`src/rtl/hough_accum_arbiter.sv`:
```
// Hough accumulator RAM owner: arbitrates votes against host reads, performs
// forwarded read-modify-write increments, and sweeps the RAM to zero on demand.
module hough_accum_arbiter #(
  parameter int DEPTH  = 1601,
  parameter int ADDR_W = 11,
  parameter int CNT_W  = 16
) (
  input  logic              clock,
  input  logic              reset,
  input  logic              clear_start,
  output logic              clear_busy,
  input  logic              vote_valid,
  input  logic [ADDR_W-1:0] vote_addr,
  output logic              vote_ready,
  input  logic              rd_valid,
  input  logic [ADDR_W-1:0] rd_addr,
  output logic              rd_ready,
  output logic              rd_data_valid,
  output logic [CNT_W-1:0]  rd_data,
  output logic [ADDR_W-1:0] mem_raddr,
  input  logic [CNT_W-1:0]  mem_rdata,
  output logic              mem_we,
  output logic [ADDR_W-1:0] mem_waddr,
  output logic [CNT_W-1:0]  mem_wdata,
  output logic              overflow,
  output logic              addr_err
);

  typedef enum logic [1:0] {CLEAR, RUN, DRAIN} state_t;
  typedef enum logic {G_VOTE, G_RD} grant_t;

  localparam logic [ADDR_W:0]   DEPTH_L  = (ADDR_W+1)'(DEPTH);
  localparam logic [ADDR_W-1:0] LAST_BIN = ADDR_W'(DEPTH - 1);

  state_t            state, state_next;
  grant_t            last_grant;
  logic [ADDR_W-1:0] clr_ptr;

  // S1: request waiting for RAM data; W: increment being written; P: last write.
  logic              s1_valid, s1_vote, s1_oor;
  logic [ADDR_W-1:0] s1_addr;
  logic              w_valid;
  logic [ADDR_W-1:0] w_addr;
  logic [CNT_W-1:0]  w_data;
  logic              p_valid;
  logic [ADDR_W-1:0] p_addr;
  logic [CNT_W-1:0]  p_data;
  logic [CNT_W-1:0]  rd_hold;

  logic              run, vote_acc, rd_acc, any_acc, acc_oor, sat;
  logic [ADDR_W-1:0] acc_addr;
  logic [CNT_W-1:0]  base, inc;

  assign run        = (state == RUN);
  assign clear_busy = !run;
  assign vote_ready = run && !(rd_valid && last_grant == G_VOTE);
  assign rd_ready   = run && !(vote_valid && last_grant == G_RD);
  assign vote_acc   = vote_valid && vote_ready;
  assign rd_acc     = rd_valid && rd_ready;
  assign any_acc    = vote_acc || rd_acc;
  assign acc_addr   = rd_acc ? rd_addr : vote_addr;
  assign acc_oor    = ({1'b0, acc_addr} >= DEPTH_L);
  assign mem_raddr  = any_acc ? acc_addr : '0;

  // The RAM misses the write committed on the same edge as the read, so P covers it.
  assign base = (w_valid && w_addr == s1_addr) ? w_data :
                (p_valid && p_addr == s1_addr) ? p_data : mem_rdata;
  assign sat  = (base == {CNT_W{1'b1}});
  assign inc  = sat ? base : base + 1'b1;

  assign rd_data_valid = s1_valid && !s1_vote;
  assign rd_data       = rd_data_valid ? (s1_oor ? '0 : base) : rd_hold;

  // Clear writes are held off while reset is asserted.
  assign mem_we    = (state == CLEAR) ? !reset : w_valid;
  assign mem_waddr = (state == CLEAR) ? clr_ptr : w_addr;
  assign mem_wdata = (state == CLEAR) ? '0 : w_data;

  // NOTE: every combinational output gets a default first so no path infers a latch.
  always_comb begin
    state_next = state;
    case (state)
      CLEAR:   if (clr_ptr == LAST_BIN) state_next = RUN;
      RUN:     if (clear_start) state_next = DRAIN;
      DRAIN:   if (!s1_valid && !w_valid) state_next = CLEAR;
      default: state_next = CLEAR;
    endcase
  end

  // NOTE: sequential state uses non-blocking assignments so every register samples pre-edge values.
  always_ff @(posedge clock) begin
    if (reset) begin
      state      <= CLEAR;
      clr_ptr    <= '0;
      last_grant <= G_VOTE;
      s1_valid   <= 1'b0;
      s1_vote    <= 1'b0;
      s1_oor     <= 1'b0;
      s1_addr    <= '0;
      w_valid    <= 1'b0;
      w_addr     <= '0;
      w_data     <= '0;
      p_valid    <= 1'b0;
      p_addr     <= '0;
      p_data     <= '0;
      rd_hold    <= '0;
      overflow   <= 1'b0;
      addr_err   <= 1'b0;
    end else begin
      state <= state_next;

      if (state == CLEAR && clr_ptr != LAST_BIN) clr_ptr <= clr_ptr + 1'b1;
      else                                       clr_ptr <= '0;

      if (vote_valid && rd_valid && any_acc) last_grant <= rd_acc ? G_RD : G_VOTE;

      s1_valid <= any_acc;
      s1_vote  <= vote_acc;
      s1_oor   <= acc_oor;
      s1_addr  <= acc_addr;

      w_valid <= s1_valid && s1_vote && !s1_oor;
      w_addr  <= s1_addr;
      w_data  <= inc;

      p_valid <= mem_we;
      p_addr  <= mem_waddr;
      p_data  <= mem_wdata;

      if (rd_data_valid) rd_hold <= rd_data;

      if (state == CLEAR)                               overflow <= 1'b0;
      else if (s1_valid && s1_vote && !s1_oor && sat)   overflow <= 1'b1;

      if (state == CLEAR)           addr_err <= 1'b0;
      else if (any_acc && acc_oor)  addr_err <= 1'b1;
    end
  end

endmodule

```
`config.mk`:
```
export PLATFORM = sky130hd
export DESIGN_NAME = hough_accum_arbiter
export DESIGN_NICKNAME = d
export VERILOG_FILES = /design/src/rtl/hough_accum_arbiter.sv
export SDC_FILE = /design/constraint.sdc
export NUM_CORES = 1
export LEC_CHECK = 0
export CAP_MARGIN = 10
export CORE_MARGIN = 3
export CORE_UTILIZATION = 45
export DETAILED_ROUTE_END_ITERATION = 10
export PLACE_DENSITY = 0.76
export SLEW_MARGIN = 30
export SYNTH_ARGS = -nofsm -noshare
export SYNTH_HDL_FRONTEND = slang
export SYNTH_SLANG_ARGS = --single-unit
```
`constraint.sdc`:
```
create_clock -name clock -period 2.61 [get_ports clock]
set_input_delay 0.522 -clock clock [delete_from_list [all_inputs] [get_ports clock]]
set_output_delay 0.522 -clock clock [all_outputs]
set_load 0.01 [all_outputs]
```
-- Word-level counts from Yosys, hierarchy flattened
Cells that the tools add are included.
- register bits after elaboration: 102
- output and inout port bits: 61
- word-level logic and storage cells: 76
- add/subtract/negate cells: 2
- order comparisons: 1
- equal/unequal tests: 10
- muxes and demuxes: 15
- bitwise operators: 2
- reductions and logical operators: 30
- operators by type and width (operator ; count):
    $mux W16 ; 6
    $mux W11 ; 3
    $eq A11 B11 Y1 ; 2
    $logic_and A1 B1 Y1 ; 17
    $add A16 B1 Y16 const B ; 1
    $eq A16 B16 Y1 const B ; 1
    $add A11 B1 Y11 const B ; 1
    $eq A11 B11 Y1 const B ; 1
    $ge A11 B11 Y1 const B ; 1
    $ne A11 B11 Y1 const B ; 1
    $logic_not A1 Y1 ; 8
    $mux W2 ; 3
    $pmux W2 S3 ; 1
    $ne A2 B2 Y1 const B ; 2
    $reduce_or A2 Y1 ; 2
    $reduce_and A3 Y1 ; 1
    $eq A2 B1 Y1 const B ; 1
    $eq A2 B2 Y1 const B ; 1
    $logic_not A2 Y1 ; 1
    $mux W1 ; 2
    $ne A2 B1 Y1 const B ; 1
    $not A1 Y1 ; 2
    $logic_or A1 B1 Y1 ; 1

-- Depth between registers and ports, before layout
- depth after elaboration: 7
- gate-level depth with buffers: 12

-- Worst setup path after synthesis
No wires, ideal clock.
- kind: reg2reg
- from: reg s1_addr[2]
- to: reg w_data[6]
- setup time: 0.121 ns
- arrival time: 2.506 ns
- setup slack: -0.017 ns
- stages on the path, launching flop included: 11
- path buffers: 2
- period minus slack after synthesis: 2.627 ns
- cells stage by stage: dfxtp_1 xnor2_1 nand4_1 or3_1 clkbuf_1 buf_1 a21oi_1 nand4_2 nor4_2 nand3b_1 mux2_2
- cells in the longest elaborated chain, start to end: 6
- ends and longest elaborated chain (element ; RTL line ; source):
    from (decl) ; 41 ; logic [ADDR_W-1:0] s1_addr;
    from (signal assigned) ; 120 ; s1_addr <= acc_addr;
    $eq A11 B11 Y1 ; 67 ; (p_valid && p_addr == s1_addr) ? p_data : mem_rdata;
    $logic_and A1 B1 Y1 ; 67 ;
    $mux W16 ; 67 ;
    $mux W16 * ; 66 ; assign base = (w_valid && w_addr == s1_addr) ? w_data :
    $add A16 B1 Y16 or $eq A16 B16 Y1 (tied branches) ; 69, 68 ;
    $mux W16 * ; 69 ; assign inc = sat ? base : base + 1'b1;
    to (signal assigned) ; 124 ; w_data <= inc;
    to (decl) ; 44 ; logic [CNT_W-1:0] w_data;
Every way passes the cells marked *; elsewhere a longest branch is shown, timed or not.
A chain may end at the register's enable or synchronous reset.

-- Worst setup path after layout
- from: reg s1_addr[2]
- to: out rd_data[3]
- cells in the longest elaborated chain, start to end: 6
- ends and longest elaborated chain (element ; RTL line ; source):
    $eq A11 B11 Y1 ; 67 ;
    $logic_and A1 B1 Y1 ; 67 ;
    $mux W16 ; 67 ;
    $mux W16 * ; 66 ;
    $mux W16 * (2 in a row) ; 72 ; assign rd_data = rd_data_valid ? (s1_oor ? '0 : base) : rd_hold;
    to (decl) ; 19 ; output logic [CNT_W-1:0] rd_data,
Marked as above.

==> metrics.cfg <==
[setup_path]
startpoint = s1_addr[2]
path_max_fanout = 8
crit_path_cell_trace = xnor2_1 > nand4_1 > nor3_4 > buf_12 > buf_16 > mux2i_4 > a21oi_4 > a22o_1 > buf_6
slowest_stage = dfxtp_2
r2r_start = s1_addr[2]
slowest_delay_ns = 0.35
cp.arrival_ns = 2.38
cp-end-kind = output port
critPathLaunchType = register
path_buf_inv = 3
cp.required_ns = 2.09
crit_family = simple AND/OR/NAND/NOR gates
crit_type = register to output port

[global_route]
grt_antenna_before_repair = 0
grt.total_usage_pct = 24.30
grt_pass1_wl_um = 21740
first_global_vias = 4192
grt_max_degree = 33
grt_remaining_overflow = 0

[synth]
seq_area_frac_synth_pct = 45.46
syn_area_mm2 = 0.004492
ys.flop_type = dfxtp_1
synth_top_cell_by_area = dfxtp_1
synth_top_family_by_area = simple AND/OR/NAND/NOR gates
synth_compound_area_share_pct = 10.00
yosysWarnings = 0
synth_xor_area_share_pct = 6.435
syn_inst = 482
muxShareOfSynthArea_pct = 9.025
ys_seq_elements = 102
avgSynthCellArea_um2 = 9.319
synth_nets = 527
synth_top_area_share_pct = 45.46
synth_area_leaders = dfxtp_1 45%, nor2_1 6.3%, and2_1 6.1%
synth-edff-count = 0
synth_fa_ha_area_share_pct = 0.5571
ys_types = 45
synthArstFlopShare_pct = 0
synthSimpleGateAreaFrac_pct = 25.15

[power]
p_per_area_mw_per_mm2 = 444.1
power.static_leakage_nw = 2.749
ir_drop_v = 0.0002557
clkPwrFrac_pct = 32.3
p_switching_mw = 0.7278
power.internal_mw = 2.267
pwr-share-seq_pct = 54.6
comb_power_share_pct = 13.1
switching_share_pct = 24.30

[sta]
clock.fmax_ghz = 0.3443
rsz0062_at_grt = true
tightest_slew_ns = 0.6946
report.final.slew_viol_count = 0
setup_viol = 33
setup_tns_ns = -6.333
hold_viol_final = 0
max-slew-margin-rel_pct = 53.65
period_share_pct = 111.3
layout_setup_ws_ns = -0.2940
fin_skew_ns = 0.009807
period_minus_slack_ns = 2.904

[floorplanning]
rows = 35
initial_core_util_pct = 47.49
core_area_mm2 = 0.009459
dieWidth_um = 105.9
die_h_um = 105.9
io_pins = 104
die_area_mm2 = 0.01122

[clock_tree]
clock_path_buffers = 2
cts_tree = built
clkTransAtPathRegs_ns = 0.10
clk_latency_ns = 0.35
htreeDepth = 3
clkSinkCount = 102
ctsHoldBuffers = 0
root_buffer = clkbuf_8
cts_buffers = 9

[drt]
drtIter0Drc = 180
wl_um = 13490
dr_total_vias = 4100
first_pass_iters = 5
via_per_inst = 5.277
drtAntennaViolNets = 0
wl_per_cell_um = 17.36
drc = 0

[layout]
fillers = 684
final_core_util_pct = 71.30
nNetsFinal = 688
design_area_mm2 = 0.006744
drive_gt1_share_pct = 29.63
seq_area_mm2 = 0.002058
multi_input_area_mm2 = 0.002691
antenna_cells = 0
area.growth.synth_to_final_pct = 50.14

[placement]
place_hpwl_um = 9104
gp_congestion = 0.8791
dpl_worst_slack_ns = -0.2775
portBuffers = 103
placed_cell_area_mm2 = 0.006071

[job]
cap_violations = 0

[run_status]
outcome = finished with violations
failed_checks = setup timing

[min_path]
hp-class = register to register
worstHoldStart = w_data[5]

==> path summary, 6_finish.rpt <==
path | slack (ns) | end | cells after the start
setup / recovery | -0.29 | rd_data[3] | 9
hold / removal | 0.47 | p_data[5] | 1
setup reg to reg | -0.26 | w_data[6] | 12
hold reg to reg | 0.47 | p_data[5] | 1
==> cell families after synthesis <==
group / Yosys count
AND/OR/NAND/NOR: 206
flip-flops: 102
AO/OA/AOI/OAI: 65
multiplexers: 39
buffers and inverters: 35
XOR/XNOR: 33
adder cells (fa/ha/maj): 2
==> Yosys cell counts (3+ instances only) <==
cell type / n
or3_1: 6
or4_1: 3
mux2i_1: 27
a21oi_2: 8
nor2_1: 75
xor2_1: 6
a21oi_1: 23
dfxtp_1: 102
nor4_1: 3
a31oi_1: 4
a22o_1: 16
and2_1: 44
nand4_1: 7
buf_1: 3
xnor2_1: 27
nand3_1: 9
nor3_1: 7
clkbuf_1: 19
inv_1: 11
o21ai_0: 6
mux2_2: 12
nand2_1: 7
nor2b_1: 29
==> sequential cells by signal, summed over array words and instances (netlist names) <==
signal,flops
p_valid,1
w_valid,1
p_addr,11
overflow,1
s1_oor,1
w_addr,11
s1_valid,1
rd_hold,16
p_data,16
state,2
addr_err,1
s1_addr,11
s1_vote,1
last_grant,1
clr_ptr,11
w_data,16
==> worst reg2reg max path, stage by stage (launching register included) <==
cell and delay [ns]:
dfxtp_2 0.35, xnor2_1 0.18, nand4_1 0.18, nor3_4 0.26, buf_12 0.15, buf_16 0.16, mux2i_4 0.09, a21oi_2 0.23
buf_4 0.21, nand4_4 0.14, nor4_4 0.33, nand3b_1 0.18, mux2_4 0.31
==> per-stage QoR <==
step | std cells | hold WS, ns | power (mW)
2_1_floorplan | 482 | 0.4221 | 1.803
3_3_place_gp | 750 | 0.4446 | 1.972
3_5_place_dp | 750 | 0.4533 | 1.982
4_1_cts | 777 | 0.4706 | 2.979
5_1_grt | 777 | 0.5059 | 3.106
6_report | 777 | 0.4699 | 2.995
==> area by class of cell <==
class / count / share of cell area, %
inverter: 11 / 0.6122
clock buffer: 14 / 2.709
clock inverter: 2 / 0.2041
sequential: 102 / 30.52
tap: 129 / 2.393
timing repair buffer: 174 / 23.65
multi-input combinational: 345 / 39.91
==> layer usage <==
metal	GRT usage, %	up-vias	share of wire [%]
li1	-	1954	-
met3	4.614	26	5.9
met5	0	-	0
met1	32.44	1967	44
met2	40.12	153	48
met4	7.216	0	2.2
==> power by group through the flow <==
| stage | sequential (mW) | combinational (mW) | clock (mW) |
|---|---|---|---|
| floorplan | 1.65 | 0.149 | 0 |
| global placement | 1.66 | 0.309 | 0 |
| detailed placement | 1.67 | 0.317 | 0 |
| CTS | 1.63 | 0.370 | 0.978 |
| global route | 1.64 | 0.417 | 1.05 |
| finish | 1.63 | 0.393 | 0.968 |
==> cell usage in the layout, fill, tap and decap left out, drive strengths merged, types with 7 or more instances in the layout <==
cell	count
nand2	7
clkbuf	14
nand4	10
xnor2	27
nor2b	29
nor3	9
mux2i	27
nor2	75
nand3	9
buf	87
dfxtp	102
a21oi	31
a22o	16
and2	44
inv	11
dlygate4sd2	11
mux2	12
clkdlybuf4s50	76
o21ai	7
==> timing repair <==
action | CTS | global route
cloned | 2 | 0
setup endpoints to repair | 44 | 38
setup buffers | 13 | 2
pin swaps | 52 | 14
resized for setup | 153 | 26
endpoints found under the hold margin | 0 | 0
(Power assumes the default switching activity.)
